`src/rtl/my_gate_pipe.sv`:
```
// my_gate_pipe: LANES independent WIDTH-input reduction gates with a
// run-time selected op and a registered valid/ready output stage.
// Optional statistics counters are enabled by defining GATE_STATS_EN.
// Without that macro, acc_cnt and one_cnt are tied to zero.
module my_gate_pipe #(
  parameter int WIDTH = 2,
  parameter int LANES = 1,
  parameter int CNT_W = 16
) (
  input  logic                   clk,
  input  logic                   rst,
  input  logic                   in_valid,
  output logic                   in_ready,
  input  logic [WIDTH*LANES-1:0] in_data,
  input  logic [2:0]             op,
  output logic                   out_valid,
  input  logic                   out_ready,
  output logic [LANES-1:0]       out_x,
  output logic                   op_err,
  output logic [CNT_W-1:0]       acc_cnt,
  output logic [CNT_W-1:0]       one_cnt
);

  localparam logic [2:0] OP_AND  = 3'd0;
  localparam logic [2:0] OP_OR   = 3'd1;
  localparam logic [2:0] OP_XOR  = 3'd2;
  localparam logic [2:0] OP_NAND = 3'd3;
  localparam logic [2:0] OP_NOR  = 3'd4;
  localparam logic [2:0] OP_XNOR = 3'd5;
  localparam logic [2:0] OP_BUF  = 3'd6;
  localparam logic [2:0] OP_RSVD = 3'd7;

  logic             accept;
  logic [LANES-1:0] gate_res;
  logic [WIDTH-1:0] lane_d;

  // The stage can take new data whenever it is empty or is being drained this cycle.
  assign in_ready = !out_valid | out_ready;
  assign accept   = in_valid & in_ready;

  // Per-lane reduction selected by op; the reserved op forces every lane to 0.
  always_comb begin
    gate_res = '0;
    lane_d   = '0;
    for (int k = 0; k < LANES; k++) begin
      lane_d = in_data[k*WIDTH +: WIDTH];
      case (op)
        OP_AND:  gate_res[k] = &lane_d;
        OP_OR:   gate_res[k] = |lane_d;
        OP_XOR:  gate_res[k] = ^lane_d;
        OP_NAND: gate_res[k] = ~&lane_d;
        OP_NOR:  gate_res[k] = ~|lane_d;
        OP_XNOR: gate_res[k] = ~^lane_d;
        OP_BUF:  gate_res[k] = lane_d[0];
        default: gate_res[k] = 1'b0;
      endcase
    end
  end

  // Output register: load on accept, drop valid on drain, freeze while stalled.
  always_ff @(posedge clk or posedge rst) begin
    if (rst) begin
      out_valid <= 1'b0;
      out_x     <= '0;
      op_err    <= 1'b0;
    end else if (accept) begin
      out_valid <= 1'b1;
      out_x     <= gate_res;
      if (op == OP_RSVD) begin
        op_err <= 1'b1;
      end
    end else if (out_ready) begin
      out_valid <= 1'b0;
    end
  end

`ifdef GATE_STATS_EN
  localparam logic [CNT_W-1:0] CNT_ONE = {{(CNT_W-1){1'b0}}, 1'b1};
  localparam logic [CNT_W-1:0] CNT_MAX = {CNT_W{1'b1}};

  // Saturating counts of accepted transactions and of those whose lane-0 result is 1.
  always_ff @(posedge clk or posedge rst) begin
    if (rst) begin
      acc_cnt <= '0;
      one_cnt <= '0;
    end else if (accept) begin
      if (acc_cnt != CNT_MAX) begin
        acc_cnt <= acc_cnt + CNT_ONE;
      end
      if (gate_res[0] && (one_cnt != CNT_MAX)) begin
        one_cnt <= one_cnt + CNT_ONE;
      end
    end
  end
`else
  assign acc_cnt = '0;
  assign one_cnt = '0;
`endif

endmodule

```
`config.mk`:
```
export PLATFORM = sky130hd
export DESIGN_NAME = my_gate_pipe
export DESIGN_NICKNAME = d
export VERILOG_FILES = /design/src/rtl/my_gate_pipe.sv
export SDC_FILE = /design/constraint.sdc
export NUM_CORES = 1
export LEC_CHECK = 0
export CAP_MARGIN = 30
export CORE_MARGIN = 10
export CORE_UTILIZATION = 31
export CTS_CLUSTER_DIAMETER = 120
export DETAILED_ROUTE_END_ITERATION = 10
export PLACE_DENSITY_LB_ADDON = 0.15
export SYNTH_ARGS = -nofsm -noshare
export SYNTH_HDL_FRONTEND = slang
export SYNTH_SLANG_ARGS = --single-unit
```
`constraint.sdc`:
```
create_clock -name clk -period 1.8 [get_ports clk]
set_clock_uncertainty 0.1 [all_clocks]
set_input_delay 0.54 -clock clk [delete_from_list [all_inputs] [get_ports clk]]
set_output_delay 0.54 -clock clk [all_outputs]
set_load 0.01 [all_outputs]
```
Word-level counts from Yosys, hierarchy flattened
Cells that the tools add are included.
{"block": "op_classes", "muxes": 3, "n_eq_ne": 7, "n_reduce_logical": 10, "bitwise": 2}
{"cell": "$eq 3x3->1 const B", "count": 4}
{"cell": "$pmux 1 s7", "count": 1}
{"cell": "$eq 3x2->1 const B", "count": 2}
{"cell": "$reduce_and 2->1", "count": 2}
{"cell": "$eq 3x1->1 const B", "count": 1}
{"cell": "$logic_not 1->1", "count": 3}
{"cell": "$logic_not 3->1", "count": 1}
{"cell": "$mux 1", "count": 2}
{"cell": "$reduce_bool 2->1", "count": 1}
{"cell": "$reduce_or 2->1", "count": 1}
{"cell": "$reduce_xnor 2->1", "count": 1}
{"cell": "$reduce_xor 2->1", "count": 1}
{"cell": "$and 1x1->1", "count": 1}
{"cell": "$or 1x1->1", "count": 1}
{"block": "word_totals", "wordCells": 25, "output_inout_bits": 36, "ff_bits": 3}

Logic depth before layout (Yosys ltp)
{"block": "depth", "depth_word": 4, "depth_mapped": 5, "depth_no_buf": 5}

Worst setup path after synthesis
No wires, ideal clock.
{"block": "synth_timing", "kind": "input port to flip-flop", "start": "input port in_data[0]", "end": "register out_x", "cell_stages": 5, "arrival_ps": 1618, "setup_slack_ps": -40, "setup_time_ps": 122, "cell_sequence": "inv_1 -> ha_1 -> mux2_4 -> o311a_1 -> a32o_1"}
{"block": "synth_via", "elab_chain_cells": 3, "elab_cells_between_ends": 7, "classes_between": "1 x mux; 6 x reduce/logical"}
{"item": "start, declared", "line": "14", "text": "input logic [WIDTH*LANES-1:0] in_data,"}
{"item": "$reduce_or 2->1 / $reduce_and 2->1 (equally long branches)"}
{"item": "$logic_not 1->1, on equally long branches", "line": "52, 51"}
{"item": "$pmux 1 s7 (*)", "line": "47", "text": "case (op)"}
{"item": "end signal, assigned", "line": "68", "text": "out_x <= gate_res;"}
{"item": "end, declared", "line": "18", "text": "output logic [LANES-1:0] out_x,"}
Mark *: on every way between the ends. The rest lies on a longest branch, timed or not.
A chain may end at the register's enable or synchronous reset.

Worst setup path after layout
{"block": "layout_timing", "start": "register op_err", "end": "output port op_err"}
{"item": "start, declared", "line": "19", "text": "output logic op_err,"}
{"item": "start signal, assigned", "line": "65", "text": "op_err <= 1'b0;"}
{"item": "start signal, assigned", "line": "70", "text": "op_err <= 1'b1;"}
No word-level cell between the ends.

==> results <==
-- placed cells by master, fill, tap and decap left out, types with 2 or more instances in the layout --
master and instances:
sky130_fd_sc_hd__nand2b_1 2, sky130_fd_sc_hd__clkdlybuf4s50_1 6, sky130_fd_sc_hd__inv_2 2, sky130_fd_sc_hd__clkbuf_4 3, sky130_fd_sc_hd__conb_1 32, sky130_fd_sc_hd__clkbuf_2 2
sky130_fd_sc_hd__buf_4 2, sky130_fd_sc_hd__inv_1 2, sky130_fd_sc_hd__dlygate4sd2_1 3, sky130_fd_sc_hd__dfrtp_1 3
-- kinds of logic (layout without fill, tap and decap cells) --
family / after synthesis / in the layout / synth area share (%)
AO/OA/AOI/OAI: 5 / 5 / 9.36
other: 1 / 32 / 0.801
AND/OR/NAND/NOR: 5 / 5 / 6.15
buffers and inverters: 36 / 22 / 54.5
adder cells (fa/ha/maj): 2 / 2 / 5.35
flip-flops: 3 / 3 / 16.0
multiplexers: 3 / 3 / 7.75
-- worst reg2reg max path: cells and delay by family, from the launching register on --
family	cells	cell delay (ps)
AO/OA/AOI/OAI	2	360
buffers and inverters	1	140
flip-flops	1	380
AND/OR/NAND/NOR	1	70
-- flip-flops by register name, summed over array words and instances (netlist names) --
register and flops:
out_valid 1, op_err 1, out_x 1
-- cell type report --
class / count / area share [%]
flip-flops and latches: 3 / 14.1
inverters: 4 / 2.82
repair buffers: 14 / 23.1
clock buffers: 4 / 4.94
well taps: 15 / 3.53
multi-input cells: 47 / 51.5
-- repair_timing --
action                                  4_1_cts  5_1_grt
pin swaps                                     1        0
hold endpoints to repair                      0        0
resized for setup                            13        2
endpoints found under the setup margin        2        1
-- power groups by stage --
stage / Sequential, mW / Clock [mW] / Combinational, mW
floorplan: 0.0851 / 0 / 0.112
global placement: 0.0810 / 0 / 0.116
detailed placement: 0.0813 / 0 / 0.116
CTS: 0.0812 / 0.122 / 0.115
global route: 0.0819 / 0.130 / 0.129
finish: 0.0808 / 0.116 / 0.116
-- per-stage QoR --
stage	TNS [ps]	instances	instance area, µm²
3_5_place_dp	-1050	83	510
3_3_place_gp	-1050	83	510
4_1_cts	0	87	542
6_report	0	87	532
5_1_grt	0	87	532
2_1_floorplan	0	86	597
-- worst max path at each step --
stage	cells after the start	slack (ps)	from	end
after global placement	6	-560	in_data[0]	out_x$_DFFE_PP0P_
after floorplan	5	2	in_data[1]	out_x$_DFFE_PP0P_
after detailed placement	6	-570	in_data[0]	out_x$_DFFE_PP0P_
after CTS	6	10	in_data[0]	out_x$_DFFE_PP0P_
final	1	60	op_err$_DFFE_PP0P_	op_err
after global routing	1	4	out_x$_DFFE_PP0P_	out_x
-- routing by layer --
| metal | track usage [%] | up-vias | part of all wire (%) |
|---|---|---|---|
| met1 | 5.65 | 133 | 39 |
| li1 | - | 149 | - |
| met3 | 3.86 | 0 | 18 |
| met5 | 0 | - | 0 |
| met2 | 7.66 | 27 | 44 |
| met4 | 2.95 | 0 | 0 |
==> results.rst <==
.. list-table::
   :header-rows: 1

   * - Metric
     - Value
   * - Pre-CTS setup slack
     - -572 ps
   * - Worst path setup slack after routing
     - 60.2 ps
   * - Library cells used by synthesis
     - 16
   * - Cell type of the slowest stage on the worst timing path
     - sky130_fd_sc_hd__clkdlybuf4s50_1
   * - Postcts setup bufs
     - 0
   * - Main area contributors after synthesis
     - sky130_fd_sc_hd__buf_4 (51%), sky130_fd_sc_hd__dfrtp_1 (16%), sky130_fd_sc_hd__ha_1 (5.3%)
   * - Number of detailed-route iterations in the first pass
     - 4
   * - Count of pins over their slew limit
     - 0
   * - Inserted Clock Buffers
     - 3
   * - FF-to-FF End
     - out_x$_DFFE_PP0P_
   * - Number of buffers added on ports
     - 12
   * - Clock insertion delay at the later pin of the skew report
     - 230 ps
   * - Leading cell type by number of instances after synthesis
     - sky130_fd_sc_hd__buf_4
   * - Mean cell area of the mapped netlist
     - 8.51 µm²
   * - CTS H-tree depth
     - 1
   * - Fraction of layout cells with a size suffix above 1
     - 20.8%
   * - Internal power
     - 211 µW
   * - Final antenna diode count
     - 0
   * - Cts hold-fix bufs
     - 0
   * - Area occupied by registers
     - 75.1 µm²
   * - Die Height
     - 58.9 µm
   * - Overflow left after global routing
     - 0
   * - Worst-case hold path end point
     - op_err$_DFFE_PP0P_
   * - Vias in the first global route
     - 346
   * - Hold Crit Start
     - op_err$_DFFE_PP0P_
   * - Seq pwr share
     - 25.9%
   * - Via count
     - 309
   * - Maximum single-stage delay on the critical path
     - 540 ps
   * - Multi-input logic area
     - 274 µm²
   * - DRC violation count after routing
     - 0
   * - Yosys warning count
     - 0
   * - CTS tree
     - yes
   * - Count of nets after finishing
     - 84
   * - Worst path required time
     - 1160 ps
   * - Logic pwr share
     - 37.1%
   * - Predominant post-synthesis flop cell
     - sky130_fd_sc_hd__dfrtp_1
   * - Area growth from synthesis to final layout
     - 13.6%
   * - Reported net switching power
     - 101 µW
   * - Mean routed wirelength per cell
     - 11.4 µm
   * - Final estimated routing congestion in global placement
     - 0.685
   * - Pin count of the biggest net entering global routing
     - 6
   * - Unrepaired setup endpoints after global routing
     - no
   * - Yosys top cell area share
     - 51.3%
   * - Total detailed-routing wirelength
     - 995 µm
   * - Final period utilization
     - 96.7%
   * - IO Pins
     - 45
   * - Startpoint type of the worst setup path
     - flop
   * - Slack of the worst reg-to-reg path
     - 640 ps
   * - Clk Tree Root Cell
     - sky130_fd_sc_hd__clkbuf_4
   * - DR iter-0 viols
     - 3
   * - Final period demand of the worst path
     - 1740 ps
   * - Clock transition at the registers of the reported paths
     - 40 ps
   * - Dpl hpwl
     - 910 µm
   * - Critical path capture point type
     - output pin
   * - Overall Global Routing Usage
     - 5.36%
   * - Initial antenna violation count
     - 0
   * - Number of filler instances in the final layout
     - 156
   * - Final core utilization
     - 38.9%
   * - Worst hold path depth
     - 1
   * - Arrival time at the worst endpoint
     - 1100 ps
   * - Number of endpoints failing setup at the final stage
     - 0
   * - Final worst hold slack
     - 359 ps
   * - Post-synthesis instance area
     - 468 µm²
   * - ANT nets after route
     - 0
   * - Worst R2R Path Depth
     - 4
   * - Number of rows in the core area
     - 13
   * - Number of register bits inferred by synthesis
     - 3
   * - Max Fanout on Critical Path
     - 2
   * - Power density cells
     - 587 nW/µm²
   * - Die area
     - 3460 µm²
   * - Worst Setup Path Type
     - flop to output pin
   * - Launch instance of the worst register-to-register path
     - out_valid$_DFFE_PP0P_
   * - Post-synth EDFFs
     - 0
   * - Peak supply drop
     - 0.000140 V
   * - Most frequent cells after synthesis
     - sky130_fd_sc_hd__buf_4 (32), sky130_fd_sc_hd__inv_1 (4), sky130_fd_sc_hd__dfrtp_1 (3), sky130_fd_sc_hd__nand2b_1 (3), sky130_fd_sc_hd__ha_1 (2)
   * - Synth async-reset ratio
     - 100%
   * - Cells traversed along the worst timing path
     - clkdlybuf4s50_1
   * - Reported leakage power
     - 0.300 nW
   * - Net switching fraction of the power
     - 32.4%
   * - Proportion of power drawn by the clock network
     - 37.0%
   * - Hold Fails Final Rpt
     - 0
   * - Result of the run
     - finished, final reports clean
   * - Max clock buf depth
     - 2
   * - Die extent in x
     - 58.9 µm
   * - Clock tree sinks
     - 3
   * - Worst min-delay path category
     - flop to flop
   * - Maximum clock rate
     - 575 MHz
   * - Core Box Area
     - 1370 µm²
   * - Number of maximum-capacitance constraint violations
     - 0
   * - Number of instances in the synthesized netlist
     - 55
   * - First-pass GRT wire length
     - 1.48 mm
   * - Yosys top cell by area
     - sky130_fd_sc_hd__buf_4
   * - Sequential-to-total area share from yosys stat
     - 16.0%
   * - Number of buffers and inverters on the critical path
     - 1
   * - Total power
     - 312 µW
   * - Initial Utilization
     - 34.2%
   * - Routed via count divided by cell count
     - 3.55
   * - Crit-path leading delay family
     - buffers and inverters
(Power assumes the default switching activity.)
